## config.mk

```make
export PLATFORM = sky130hd
export DESIGN_NAME = seqdiv_32by16
export DESIGN_NICKNAME = d
export VERILOG_FILES = /design/src/rtl/seqdiv_pkg.sv /design/src/rtl/seqdiv_32by16_div_step.sv /design/src/rtl/seqdiv_32by16.sv
export SDC_FILE = /design/constraint.sdc
export NUM_CORES = 1
export LEC_CHECK = 0
export CAP_MARGIN = 20
export CORE_UTILIZATION = 40
export CTS_CLUSTER_DIAMETER = 150
export DETAILED_ROUTE_END_ITERATION = 12
export MAX_ROUTING_LAYER = met4
export PLACE_DENSITY = 0.64
export SLEW_MARGIN = 20
export SYNTH_ARGS = -nofsm -noshare
export SYNTH_HDL_FRONTEND = slang
export SYNTH_HIERARCHICAL = 1
export SYNTH_SLANG_ARGS = --single-unit
```

## constraint.sdc

```tcl
create_clock -name clk -period 2.9 [get_ports clk]
set_input_delay 0.435 -clock clk [delete_from_list [all_inputs] [get_ports clk]]
set_output_delay 0.435 -clock clk [all_outputs]
set_load 0.005 [all_outputs]
```

## src/rtl/seqdiv_pkg.sv

```systemverilog
// Shared types and constants for the 32-by-16 sequential restoring divider.
// Optional build macro APPROX_TRUNC_EN is consumed by seqdiv_32by16.
package seqdiv_pkg;

    typedef enum logic [1:0] {
        IDLE,
        CHECK,
        RUN,
        DONE
    } state_t;

    localparam int DW_DEFAULT = 16;

    // Width of the iteration counter for a given datapath width.
    function automatic int iter_cnt_w(input int dw);
        return $clog2(dw + 1);
    endfunction

endpackage

```

## src/rtl/seqdiv_32by16_div_step.sv

```systemverilog
// One combinational radix-2 restoring division iteration on the {R,Q} pair.
// R is held DW bits wide; the bit shifted out of it acts as the extra sign/carry bit.
module div_step
    import seqdiv_pkg::*;
#(
    parameter int DW = DW_DEFAULT
) (
    input  logic [DW-1:0] i_r,
    input  logic [DW-1:0] i_q,
    input  logic [DW-1:0] i_d,
    output logic [DW-1:0] o_r,
    output logic [DW-1:0] o_q
);

    logic          w_carry;
    logic [DW-1:0] w_sh;
    logic          w_ge;

    assign w_carry = i_r[DW-1];
    assign w_sh    = {i_r[DW-2:0], i_q[DW-1]};

    // A set carry means the shifted remainder is at least 2^DW > D, so the
    // subtraction always succeeds and its DW-bit modular result is exact.
    assign w_ge = w_carry | (w_sh >= i_d);
    assign o_r  = w_ge ? (w_sh - i_d) : w_sh;
    assign o_q  = {i_q[DW-2:0], w_ge};

endmodule

```

## src/rtl/seqdiv_32by16.sv

```systemverilog
// Sequential unsigned restoring divider, 2*DW-bit dividend by DW-bit divisor.
// Define APPROX_TRUNC_EN to skip the low TRUNC_BITS quotient iterations.
module seqdiv_32by16
    import seqdiv_pkg::*;
#(
    parameter int DW         = DW_DEFAULT,
    parameter int TRUNC_BITS = 8
) (
    input  logic            clk,
    input  logic            rst_n,
    input  logic            in_valid,
    output logic            in_ready,
    input  logic [2*DW-1:0] dividend,
    input  logic [DW-1:0]   divisor,
    output logic            out_valid,
    input  logic            out_ready,
    output logic [DW-1:0]   quotient,
    output logic [DW-1:0]   remainder,
    output logic            div_zero,
    output logic            overflow
);

    if (TRUNC_BITS < 0 || TRUNC_BITS >= DW) begin : g_bad_trunc
        $error("TRUNC_BITS must lie in 0..DW-1");
    end

`ifdef APPROX_TRUNC_EN
    localparam int SKIP = TRUNC_BITS;
`else
    localparam int SKIP = 0;
`endif
    localparam int            ITER      = DW - SKIP;
    localparam int            CW        = iter_cnt_w(DW);
    localparam logic [CW-1:0] LAST_ITER = CW'(ITER - 1);

    state_t          r_state;
    state_t          w_state_next;
    logic [2*DW-1:0] r_n;
    logic [DW-1:0]   r_d;
    logic [DW-1:0]   r_r;
    logic [DW-1:0]   r_q;
    logic [CW-1:0]   r_iter;
    logic [DW-1:0]   r_quot;
    logic [DW-1:0]   r_rem;
    logic            r_out_valid;
    logic            r_dz;
    logic            r_ovf;

    logic [DW-1:0]   w_n_hi;
    logic [DW-1:0]   w_n_lo;
    logic [DW-1:0]   w_r_next;
    logic [DW-1:0]   w_q_next;
    logic            w_dz;
    logic            w_ovf;
    logic            w_last;
    logic            w_accept;

    assign w_n_hi = r_n[2*DW-1:DW];
    assign w_n_lo = r_n[DW-1:0];
    assign w_dz   = (r_d == '0);
    assign w_ovf  = (w_n_hi >= r_d);
    assign w_last = (r_iter == LAST_ITER);

    div_step #(.DW(DW)) u_step (
        .i_r (r_r),
        .i_q (r_q),
        .i_d (r_d),
        .o_r (w_r_next),
        .o_q (w_q_next)
    );

    always_ff @(posedge clk) begin
        if (!rst_n) begin
            r_state <= IDLE;
        end else begin
            r_state <= w_state_next;
        end
    end

    always_comb begin
        w_state_next = r_state;
        in_ready     = 1'b0;
        w_accept     = 1'b0;
        case (r_state)
            IDLE: begin
                in_ready = 1'b1;
                if (in_valid) begin
                    w_accept     = 1'b1;
                    w_state_next = CHECK;
                end
            end
            CHECK:   w_state_next = (w_dz || w_ovf) ? DONE : RUN;
            RUN:     if (w_last) w_state_next = DONE;
            DONE:    if (out_ready) w_state_next = IDLE;
            default: w_state_next = IDLE;
        endcase
    end

    always_ff @(posedge clk) begin
        if (!rst_n) begin
            r_n         <= '0;
            r_d         <= '0;
            r_r         <= '0;
            r_q         <= '0;
            r_iter      <= '0;
            r_quot      <= '0;
            r_rem       <= '0;
            r_out_valid <= 1'b0;
            r_dz        <= 1'b0;
            r_ovf       <= 1'b0;
        end else begin
            if (w_accept) begin
                r_n <= dividend;
                r_d <= divisor;
            end
            case (r_state)
                CHECK: begin
                    if (w_dz) begin
                        r_dz        <= 1'b1;
                        r_quot      <= '1;
                        r_rem       <= w_n_lo;
                        r_out_valid <= 1'b1;
                    end else if (w_ovf) begin
                        r_ovf       <= 1'b1;
                        r_quot      <= '1;
                        r_rem       <= '0;
                        r_out_valid <= 1'b1;
                    end else begin
                        r_r    <= w_n_hi;
                        r_q    <= w_n_lo;
                        r_iter <= '0;
                    end
                end
                RUN: begin
                    r_r    <= w_r_next;
                    r_q    <= w_q_next;
                    r_iter <= r_iter + 1'b1;
                    if (w_last) begin
                        // Left-justify so skipped quotient bits read as zero.
                        r_quot      <= w_q_next << SKIP;
                        r_rem       <= w_r_next;
                        r_out_valid <= 1'b1;
                    end
                end
                DONE: begin
                    if (out_ready) begin
                        r_out_valid <= 1'b0;
                        r_dz        <= 1'b0;
                        r_ovf       <= 1'b0;
                    end
                end
                default: ;
            endcase
        end
    end

    assign out_valid = r_out_valid;
    assign quotient  = r_quot;
    assign remainder = r_rem;
    assign div_zero  = r_dz;
    assign overflow  = r_ovf;

endmodule

```

== After elaboration in Yosys (flattened, before gate mapping) ==
Cells that the tools add are included.

* Bits in writable memories: 0
* Register bits after elaboration: 122
* Logic and storage cells: 75
* Bits in latches: 0
* Memories kept: 0
* Output and inout bits: 36
* ROM bits: 0

* $add $sub $neg: 2
* Multiplexer cells: 35
* Shift-type cells: 0
* Eq/ne operators: 12
* Div/mod/pow operators: 0
* Multipliers: 0
* Magnitude comparators: 2
* Reduce and logical (&&, ||, !) cells: 12
* Bitwise logic cells: 1

{| class="wikitable"
|+ Operators with widths
! operator !! number
|-
| $mux W16 || 11
|-
| $pmux W16 S2 || 4
|-
| $ge A16 B16 Y1 || 2
|-
| $logic_not A16 Y1 || 1
|-
| $sub A16 B16 Y16 || 1
|-
| $ne A2 B2 Y1 const B || 7
|-
| $reduce_and A3 Y1 || 4
|-
| $mux W1 || 10
|-
| $mux W5 || 2
|-
| $pmux W5 S2 || 1
|-
| $pmux W2 S4 || 1
|-
| $reduce_and A4 Y1 || 2
|-
| $mux W2 || 3
|-
| $add A5 B1 Y5 const B || 1
|-
| $eq A5 B4 Y1 const B || 1
|-
| $eq A2 B2 Y1 const B || 2
|-
| $pmux W1 S2 || 2
|-
| $reduce_bool A2 Y1 || 2
|-
| $ne A3 B3 Y1 const B || 1
|-
| $pmux W1 S3 || 1
|-
| $reduce_bool A3 Y1 || 1
|-
| $eq A2 B1 Y1 const B || 1
|-
| $logic_not A2 Y1 || 1
|-
| $logic_or A1 B1 Y1 || 1
|-
| $or A1 B1 Y1 || 1
|}

== Longest topological paths before layout ==
Gate-level depths: netlist of run 1.

* Depth after elaboration: 5
* Depth in mapped cells: 14
* Mapped depth without buffers: 13

== Hierarchy ==
The synthesis of run 1 kept the hierarchy.

{| class="wikitable"
|+ Modules (own cells, without submodules)
! module !! area an instance (µm²) !! cells each !! instances
|-
| seqdiv_32by16 || 5679.2 || 608 || 1
|-
| div_step || 1378.8 || 181 || 1
|}

== Least setup slack after synthesis of run 1 ==
No wires, ideal clock.

* Path kind: register to register
* From: register r_q[15]
* To: register r_r[10]
* Setup slack: -0.019 ns
* Path buffers: 1
* Library setup time: 0.119 ns
* Cell stages (with the launch flop): 15
* Data arrival time: 2.800 ns
* Cell sequence: dfxtp_1 -> inv_1 -> ha_1 -> fa_1 -> nand2b_1 -> a21oi_1 -> nor2_1 -> o31ai_2 -> a21oi_4 -> inv_4 -> buf_12 -> mux2_4 -> nand2b_1 -> o31a_1 -> o221a_1

* Word-level cells in the longest chain between the ends: 4

{| class="wikitable"
|+ RTL lines
! element !! line !! RTL
|-
| from (decl) || seqdiv_32by16.sv:41 || <nowiki>logic [DW-1:0] r_q;</nowiki>
|-
| from (signal assigned) || seqdiv_32by16.sv:130 || <nowiki>r_q <= w_n_lo;</nowiki>
|-
| from (signal assigned) || seqdiv_32by16.sv:136 || <nowiki>r_q <= w_q_next;</nowiki>
|-
| $ge A16 B16 Y1 || seqdiv_32by16_div_step.sv:24 || <nowiki>assign w_ge = w_carry | (w_sh >= i_d);</nowiki>
|-
| $or A1 B1 Y1 || seqdiv_32by16_div_step.sv:24 ||
|-
| named net u_step.w_ge || seqdiv_32by16_div_step.sv:17 || <nowiki>logic w_ge;</nowiki>
|-
| $mux W16 || seqdiv_32by16_div_step.sv:25 || <nowiki>assign o_r = w_ge ? (w_sh - i_d) : w_sh;</nowiki>
|-
| named net w_r_next[10] || seqdiv_32by16.sv:51 || <nowiki>logic [DW-1:0] w_r_next;</nowiki>
|-
| $pmux W16 S2 || seqdiv_32by16.sv:116 || <nowiki>case (r_state)</nowiki>
|-
| to (signal assigned) || seqdiv_32by16.sv:129 || <nowiki>r_r <= w_n_hi;</nowiki>
|-
| to (signal assigned) || seqdiv_32by16.sv:135 || <nowiki>r_r <= w_r_next;</nowiki>
|-
| to (decl) || seqdiv_32by16.sv:40 || <nowiki>logic [DW-1:0] r_r;</nowiki>
|}

The timed path passes the listed nets, and every way through them passes these cells.
A chain may end at the register's enable or synchronous reset.

== Worst setup path after layout of run 1 ==
* From: register r_d[7]
* To: register r_r[10]

* Word-level cells in the longest chain between the ends: 4

{| class="wikitable"
|+ RTL lines
! element !! line !! RTL
|-
| from (decl) || seqdiv_32by16.sv:39 || <nowiki>logic [DW-1:0] r_d;</nowiki>
|-
| from (signal assigned) || seqdiv_32by16.sv:114 || <nowiki>r_d <= divisor;</nowiki>
|-
| $ge A16 B16 Y1 || seqdiv_32by16_div_step.sv:24 ||
|-
| $or A1 B1 Y1 || seqdiv_32by16_div_step.sv:24 ||
|-
| named net w_q_next[0] || seqdiv_32by16.sv:52 || <nowiki>logic [DW-1:0] w_q_next;</nowiki>
|-
| $mux W16 || seqdiv_32by16_div_step.sv:25 ||
|-
| named net w_r_next[10] || seqdiv_32by16.sv:51 ||
|-
| $pmux W16 S2 || seqdiv_32by16.sv:116 ||
|}

The timed path passes the listed nets, and every way through them passes these cells.

==> results of run 1 <==
==> cell families after synthesis <==
family,Yosys count,synth area share (%)
compound gates,260,29.11
simple gates,207,13.90
flops,122,34.60
buf+inv,119,9.005
fa+ha+maj,39,7.020
mux,32,5.123
xor+xnor,10,1.241
==> worst min-delay path: cells and delay by family, from the launching register on <==
| kind | cells | cell delay (ns) |
|---|---|---|
| compound gates | 1 | 0.05 |
| simple gates | 1 | 0.05 |
| flops | 1 | 0.31 |
==> layout make-up <==
type                            count  area (um2)  share of cell area (%)
Timing Repair inverter              1       6.256                 0.06962
Timing Repair Buffer              135        1285                   14.30
Inverter                           45       173.9                   1.935
Clock buffer                       21       460.4                   5.124
Sequential cell                   122        2462                   27.40
Tap cell                          225       281.5                   3.133
Clock inverter                     11       167.7                   1.866
Multi-Input combinational cell    549        4149                   46.17
==> stage by stage <==
step / power (W) / utilization, %
after floorplan: 0.006916 / -
after global placement: 0.008321 / 47.07
after CTS: 0.01079 / 51.07
after global routing: 0.01180 / 52.13
final: 0.01111 / 52.13
after detailed placement: 0.008376 / 47.07
==> worst paths after layout <==
path | start | to | slack [ns]
max | r_d[7] | r_r[10] | 0.11
max reg2reg | r_d[7] | r_r[10] | 0.11
min | r_n[16] | r_n[16] | 0.47
min reg2reg | r_n[16] | r_n[16] | 0.47
==> cell usage after synthesis (3+ instances only) <==
cell | count | area share [%]
sky130_fd_sc_hd__a211oi_1 | 22 | 2.3
sky130_fd_sc_hd__a211oi_2 | 17 | 3.0
sky130_fd_sc_hd__a21o_1 | 5 | 0.53
sky130_fd_sc_hd__a21oi_1 | 84 | 6.0
sky130_fd_sc_hd__a22oi_1 | 17 | 1.8
sky130_fd_sc_hd__a31oi_1 | 5 | 0.44
sky130_fd_sc_hd__and2_1 | 3 | 0.27
sky130_fd_sc_hd__buf_2 | 8 | 0.57
sky130_fd_sc_hd__buf_4 | 20 | 2.1
sky130_fd_sc_hd__buf_6 | 11 | 1.8
sky130_fd_sc_hd__clkbuf_1 | 31 | 1.6
sky130_fd_sc_hd__dfxtp_1 | 122 | 35
sky130_fd_sc_hd__ha_1 | 38 | 6.7
sky130_fd_sc_hd__inv_1 | 42 | 2.2
sky130_fd_sc_hd__mux2_2 | 5 | 0.80
sky130_fd_sc_hd__mux2_4 | 7 | 1.5
sky130_fd_sc_hd__mux2i_1 | 20 | 2.8
sky130_fd_sc_hd__nand2_1 | 118 | 6.3
sky130_fd_sc_hd__nand2b_1 | 18 | 1.6
sky130_fd_sc_hd__nand3_1 | 7 | 0.50
sky130_fd_sc_hd__nand4_1 | 7 | 0.62
sky130_fd_sc_hd__nor2_1 | 25 | 1.3
sky130_fd_sc_hd__nor3_1 | 5 | 0.35
sky130_fd_sc_hd__nor4_2 | 4 | 0.71
sky130_fd_sc_hd__o211ai_1 | 4 | 0.43
sky130_fd_sc_hd__o21ai_0 | 10 | 0.71
sky130_fd_sc_hd__o21ba_2 | 17 | 2.4
sky130_fd_sc_hd__o221a_1 | 30 | 4.8
sky130_fd_sc_hd__o31a_1 | 15 | 1.9
sky130_fd_sc_hd__o31ai_1 | 3 | 0.32
sky130_fd_sc_hd__xnor2_1 | 7 | 0.87
sky130_fd_sc_hd__xor2_1 | 3 | 0.37
==> cell usage in the layout (no fill, tap or decap), types with 4 or more instances in the layout <==
master / Yosys / layout
sky130_fd_sc_hd__nand3_1: 7 / 7
sky130_fd_sc_hd__ha_2: 0 / 7
sky130_fd_sc_hd__dfxtp_2: 0 / 7
sky130_fd_sc_hd__o21ba_2: 17 / 17
sky130_fd_sc_hd__ha_1: 38 / 28
sky130_fd_sc_hd__mux2_2: 5 / 4
sky130_fd_sc_hd__nand4_1: 7 / 7
sky130_fd_sc_hd__a211oi_2: 17 / 17
sky130_fd_sc_hd__a211oi_1: 22 / 21
sky130_fd_sc_hd__nand2b_1: 18 / 17
sky130_fd_sc_hd__inv_1: 42 / 40
sky130_fd_sc_hd__o211ai_1: 4 / 4
sky130_fd_sc_hd__nor3_1: 5 / 4
sky130_fd_sc_hd__xnor2_1: 7 / 7
sky130_fd_sc_hd__a21oi_1: 84 / 83
sky130_fd_sc_hd__buf_12: 1 / 4
sky130_fd_sc_hd__nor2_1: 25 / 21
sky130_fd_sc_hd__clkdlybuf4s50_1: 0 / 87
sky130_fd_sc_hd__a21o_1: 5 / 5
sky130_fd_sc_hd__o221a_1: 30 / 30
sky130_fd_sc_hd__nand2_1: 118 / 117
sky130_fd_sc_hd__mux2i_1: 20 / 18
sky130_fd_sc_hd__o31a_1: 15 / 15
sky130_fd_sc_hd__o21ai_0: 10 / 9
sky130_fd_sc_hd__bufinv_16: 0 / 4
sky130_fd_sc_hd__a22oi_1: 17 / 17
sky130_fd_sc_hd__mux2_4: 7 / 8
sky130_fd_sc_hd__nor4_2: 4 / 5
sky130_fd_sc_hd__buf_4: 20 / 43
sky130_fd_sc_hd__a31oi_1: 5 / 5
sky130_fd_sc_hd__clkbuf_16: 0 / 17
sky130_fd_sc_hd__dfxtp_1: 122 / 112
==> power by group <==
group / total, W / leakage [nW] / switching [W] / internal [W]
sequential: 0.00267 / 1.01 / 0.000464 / 0.00220
combinational: 0.00620 / 1.99 / 0.00313 / 0.00307
clock: 0.00224 / 0.303 / 0.000761 / 0.00148
==> sequential cells by signal (all words and copies together), names as in the netlist <==
| name | flops |
|---|---|
| remainder | 16 |
| div_zero | 1 |
| r_iter | 5 |
| overflow | 1 |
| out_valid | 1 |
| r_state | 2 |
| r_n | 32 |
| quotient | 16 |
| r_r | 16 |
| r_q | 16 |
| r_d | 16 |
==> what timing repair did <==
item | in CTS | in global routing
cloned | 1 | 1
pin swaps | 3 | 10
hold buffers | 0 | 0
setup endpoints to repair | 12 | 47
setup buffers | 1 | 6
gates resized for setup | 10 | 42
==> layer usage <==
metal  vias to the layer above  part of all wire (%)  wire length, um  global-route usage (%)
met5                         -                     0                0                       -
met4                         0                   1.7              340                   7.615
met3                        23                   3.6              716                   3.679
met2                       149                    48             9376                   36.20
met1                      2918                    47             9224                   29.34
li1                       3003                     -                -                       -
==> metrics.cfg, run 1 <==
[outcome]
status=complete, no violations

[finish]
antenna_cells_inserted=0
final_cells=1109
syn_to_final_growth_pct=27.32
total_non_filler_cell_area_in_the_finished_layout_um2=8986
final_net_count=962
number_of_filler_cells_placed_in_the_layout=1593
drive_gt1_share_pct=21.49

[synth]
synth.avg_cell_area_um2=8.946
syn-instance-count=789
synth_async_reset_ratio_pct=0
synth.ff_latch_count=122
postSynthNetCount=880
synth_flop_cell=sky130_fd_sc_hd__dfxtp_1
ys_seq_area_share_pct=34.60
ys_warnings=6
total_standard_cell_area_after_synthesis_um2=7058
synth_edf_count=0
synth.lib_cells_used.distinct=76

[floorplan]
ioPinCount=88
start_util_pct=40.95
core_area_um2=17240
area_enclosed_by_the_die_boundary_um2=18180
die_h_um=134.8
die_width_um=134.8
floorplan.rows=48

[routing]
num_vias=6093
post_drt_via_cell_ratio=5.494
drtAntennaViolNets=0
wire_per_inst_um=17.73
detail_route.drc_violations=0
detail_route.first_pass.iterations=5
first_iter_violations=397
routed_wl_mm=19.66

[critical_path]
cp_num_buf_inv=2
critical_path.most_common_cell=sky130_fd_sc_hd__a21oi_4
endpoint_kind=flop
rr_worst_depth=12
worst_path_dominant_cell_family=compound AO/OA/AOI/OAI gates
timing.critical_path.cells=inv_2, ha_4, a21oi_4, nor2_2, o41ai_4, o31ai_4, a21oi_4, clkinv_4, mux2_4, nand2b_1, o31a_1, o221a_1
cp.required_ns=3.20
worst-path-stages=12
critical_path_class=flop to flop
cp_slowest_stage_delay_ns=0.41
critical_path_peak_fanout=8
crit_path_start_kind=flop
crit_arrival_ns=3.09
critPathSlowestCell=sky130_fd_sc_hd__o41ai_4

[clock_network]
clk_transition_reported_paths_ns=0.05
htree_levels=4
cts_bufs_inserted=17
clock_path_buffers=2
clk_root_buffer_cell=sky130_fd_sc_hd__clkbuf_16
tritoncts=yes
clk_latency_ns=0.42
clock_sinks=122

[placement]
detailedPlace.worstSlack_ns=-0.06892
io_buffers=87
detailedPlacementHpwl_mm=13.91
place.detailed.instances=1069
postPlaceCellArea_um2=8114
finalWeightedCongestion=0.8721

[sta]
skew_ns=0.01459
timing.hold.ws_ns=0.4662
period_share_pct=96.27
post-route-min-period_ns=2.792
setup_tns_ns=0
slew_headroom_pct=55.46
timing_worst_slew_pin_value_ns=0.6666
fmaxAchievable_mhz=358.2
setup-violations-final=0
timing.final.max_slew_violations=0
postLayoutSetupSlackWorst_ns=0.1083
final-hold-violation-count=0

[pwr]
power_density_nw_per_um2=1236
vdd_ir_drop_max_mv=0.7484
power.leakage_nw=3.295

[worst_hold_path]
worstHoldPathCells=2
min_path_type=flop to flop

[global_routing]
grt_pass1_wl_mm=31.09
grt_overflow=0
track_usage_pct=22.76
first_global_vias=5863
antenna_violations_before_repair=0
grt_start_max_net_pins=52

[run]
maxCapViolCount=0

No activity file was read; power rests on OpenSTA's default activity.
==> run 2, diff against run 1 <==
==> constraint.sdc (replaced) <==
create_clock -name clk -period 2.9 [get_ports clk]
set_input_delay 0.58 -clock clk [delete_from_list [all_inputs] [get_ports clk]]
set_output_delay 0.58 -clock clk [all_outputs]
set_load 0.005 [all_outputs]
==> run 2 against run 1 <==
Design area barely moved. Sequential cell count did not move. Sequential power is essentially flat. Count of clock-buffer cells in the layout fell by 4. Critical path type unchanged. Largest power group unchanged.
==> metrics.cfg, run 2 (synthesis results as in run 1) <==
[finish]
final_net_count=962
syn_to_final_growth_pct=27.23
final_core_utilization_pct=52.10
final_cells=1109
antenna_cells_inserted=0
largest_register_ffs=32
layout_common_cells=117 x sky130_fd_sc_hd__nand2_1, 112 x sky130_fd_sc_hd__dfxtp_1, 87 x sky130_fd_sc_hd__clkdlybuf4s50_1
mostFrequentLayoutCell=sky130_fd_sc_hd__nand2_1
number_of_filler_cells_placed_in_the_layout=1602
regMostFlops=r_n
drive_gt1_share_pct=21.27

[critical_path]
critical_path_class=flop to flop
critical_path.reg2reg.startpoint=r_r[8]
cp.required_ns=3.21
timing.critical_path.cells=ha_4, buf_6, a21o_4, o41ai_4, o31ai_2, a21oi_4, clkinv_4, mux2_4, nand2b_1, o31a_1, o221a_1
critical_path_peak_fanout=8
critPathSlowestCell=sky130_fd_sc_hd__dfxtp_4
r2r_end=r_r[5]
r2r_slack_ns=0.04
rr_worst_depth=11
cp_slowest_stage_delay_ns=0.36
crit_path_start_kind=flop
crit_arrival_ns=3.17
endpoint_kind=flop

[pwr]
power_density_nw_per_um2=1241
vdd_ir_drop_max_mv=0.8078
power.leakage_nw=3.306

[sta]
timing_worst_slew_pin_value_ns=0.6940
slew_headroom_pct=53.62
skew_ns=0.006870
setup_repair_after_global_routing_missed_its_margin=true
post-route-min-period_ns=2.855
final-hold-violation-count=0
setup-violations-final=0
period_share_pct=98.45
timing.final.max_slew_violations=0
fmaxAchievable_mhz=350.2

[worst_hold_path]
min_path_type=flop to flop
worstHoldPathCells=2
min-delay-start=r_n[16]
hold-path-endpoint=r_n[16]

[floorplan]
floorplan.rows=48
core_area_um2=17240
ioPinCount=88
die_width_um=134.8
start_util_pct=40.95
die_h_um=134.8
area_enclosed_by_the_die_boundary_um2=18180

[global_routing]
grt_pass1_wl_mm=31.26
antenna_violations_before_repair=0
first_global_vias=5894
grt_start_max_net_pins=52
track_usage_pct=22.75
grt_overflow=0

[routing]
detail_route.first_pass.iterations=5
wire_per_inst_um=17.92
routed_wl_mm=19.88
num_vias=6145
first_iter_violations=446
detail_route.drc_violations=0
post_drt_via_cell_ratio=5.541
drtAntennaViolNets=0

[clock_network]
clock_path_buffers=2
clk_transition_reported_paths_ns=0.06
htree_levels=4
clk_latency_ns=0.42
clock_sinks=122
cts.hold.buffers_added=0
clk_root_buffer_cell=sky130_fd_sc_hd__clkbuf_16
tritoncts=yes
cts_bufs_inserted=17

[placement]
detailedPlacementHpwl_mm=13.88
io_buffers=87
place.detailed.instances=1070
finalWeightedCongestion=0.8812

[outcome]
status=complete, no violations

[run]
maxCapViolCount=0

[run 2: critical path: cells and delay by family, from the launching register on]
family                     cells  cell delay [ns]
AOI/OAI and AO/OA              6             1.32
DFF                            1             0.36
muxes                          1             0.34
buffers and inverters          2             0.31
adders and majority gates      1             0.25
and+or+nand+nor                1             0.16
[run 2: final cells by class]
class | instances | area [um2] | area share (%)
Clock buffer | 17 | 425.4 | 4.737
Tap cell | 225 | 281.5 | 3.135
Multi-Input combinational cell | 549 | 4129 | 45.98
Sequential cell | 122 | 2460 | 27.39
Timing Repair inverter | 1 | 6.256 | 0.06967
Timing Repair Buffer | 135 | 1292 | 14.39
Clock inverter | 15 | 211.5 | 2.355
Inverter | 45 | 173.9 | 1.937
[run 2: timing repair]
item | CTS | global route
hold endpoints to repair | 0 | 0
endpoints found under the setup margin | 12 | 44
resized for setup | 12 | 38
gates cloned | 1 | 1
pin swaps | 3 | 7
buffers inserted | 4 | 3
[run 2: how the worst max path moves through the flow]
stage	to	startpoint
CTS	r_r[10]	r_r[6]
finish	r_r[5]	r_r[8]
floorplan	r_r[10]	r_q[15]
detailed placement	r_r[2]	r_q[15]
global placement	r_r[6]	r_q[15]
global route	r_r[5]	r_q[15]
[run 2: layer usage]
metal  share of wire [%]  vias to the layer above  GRT usage (%)
met4                 2.1                        0          8.115
met5                   0                        -              -
met3                 3.8                       30          3.191
met1                  47                     2949          29.19
met2                  47                      152          36.45
li1                    -                     3014              -
[run 2: report_power, final]
| part | switching, W | leakage, nW | internal (W) |
|---|---|---|---|
| clock network | 0.000843 | 0.298 | 0.00145 |
| logic | 0.00313 | 2.00 | 0.00305 |
| registers | 0.000462 | 1.01 | 0.00220 |
[run 2: through the flow]
step                      TNS (ns)  power (W)  instance area (um2)  hold WS [ns]  setup WS, ns
after floorplan                  0   0.006916                 7058        0.4363       0.01810
after global placement    -0.07789   0.008328                 8122        0.4483      -0.01800
after detailed placement   -0.7624   0.008373                 8122        0.4473      -0.09576
after CTS                        0    0.01087                 8832        0.4548       0.02196
after global routing       -0.3125    0.01180                 8980        0.4790      -0.04676
final                            0    0.01114                 8980        0.4564       0.04483
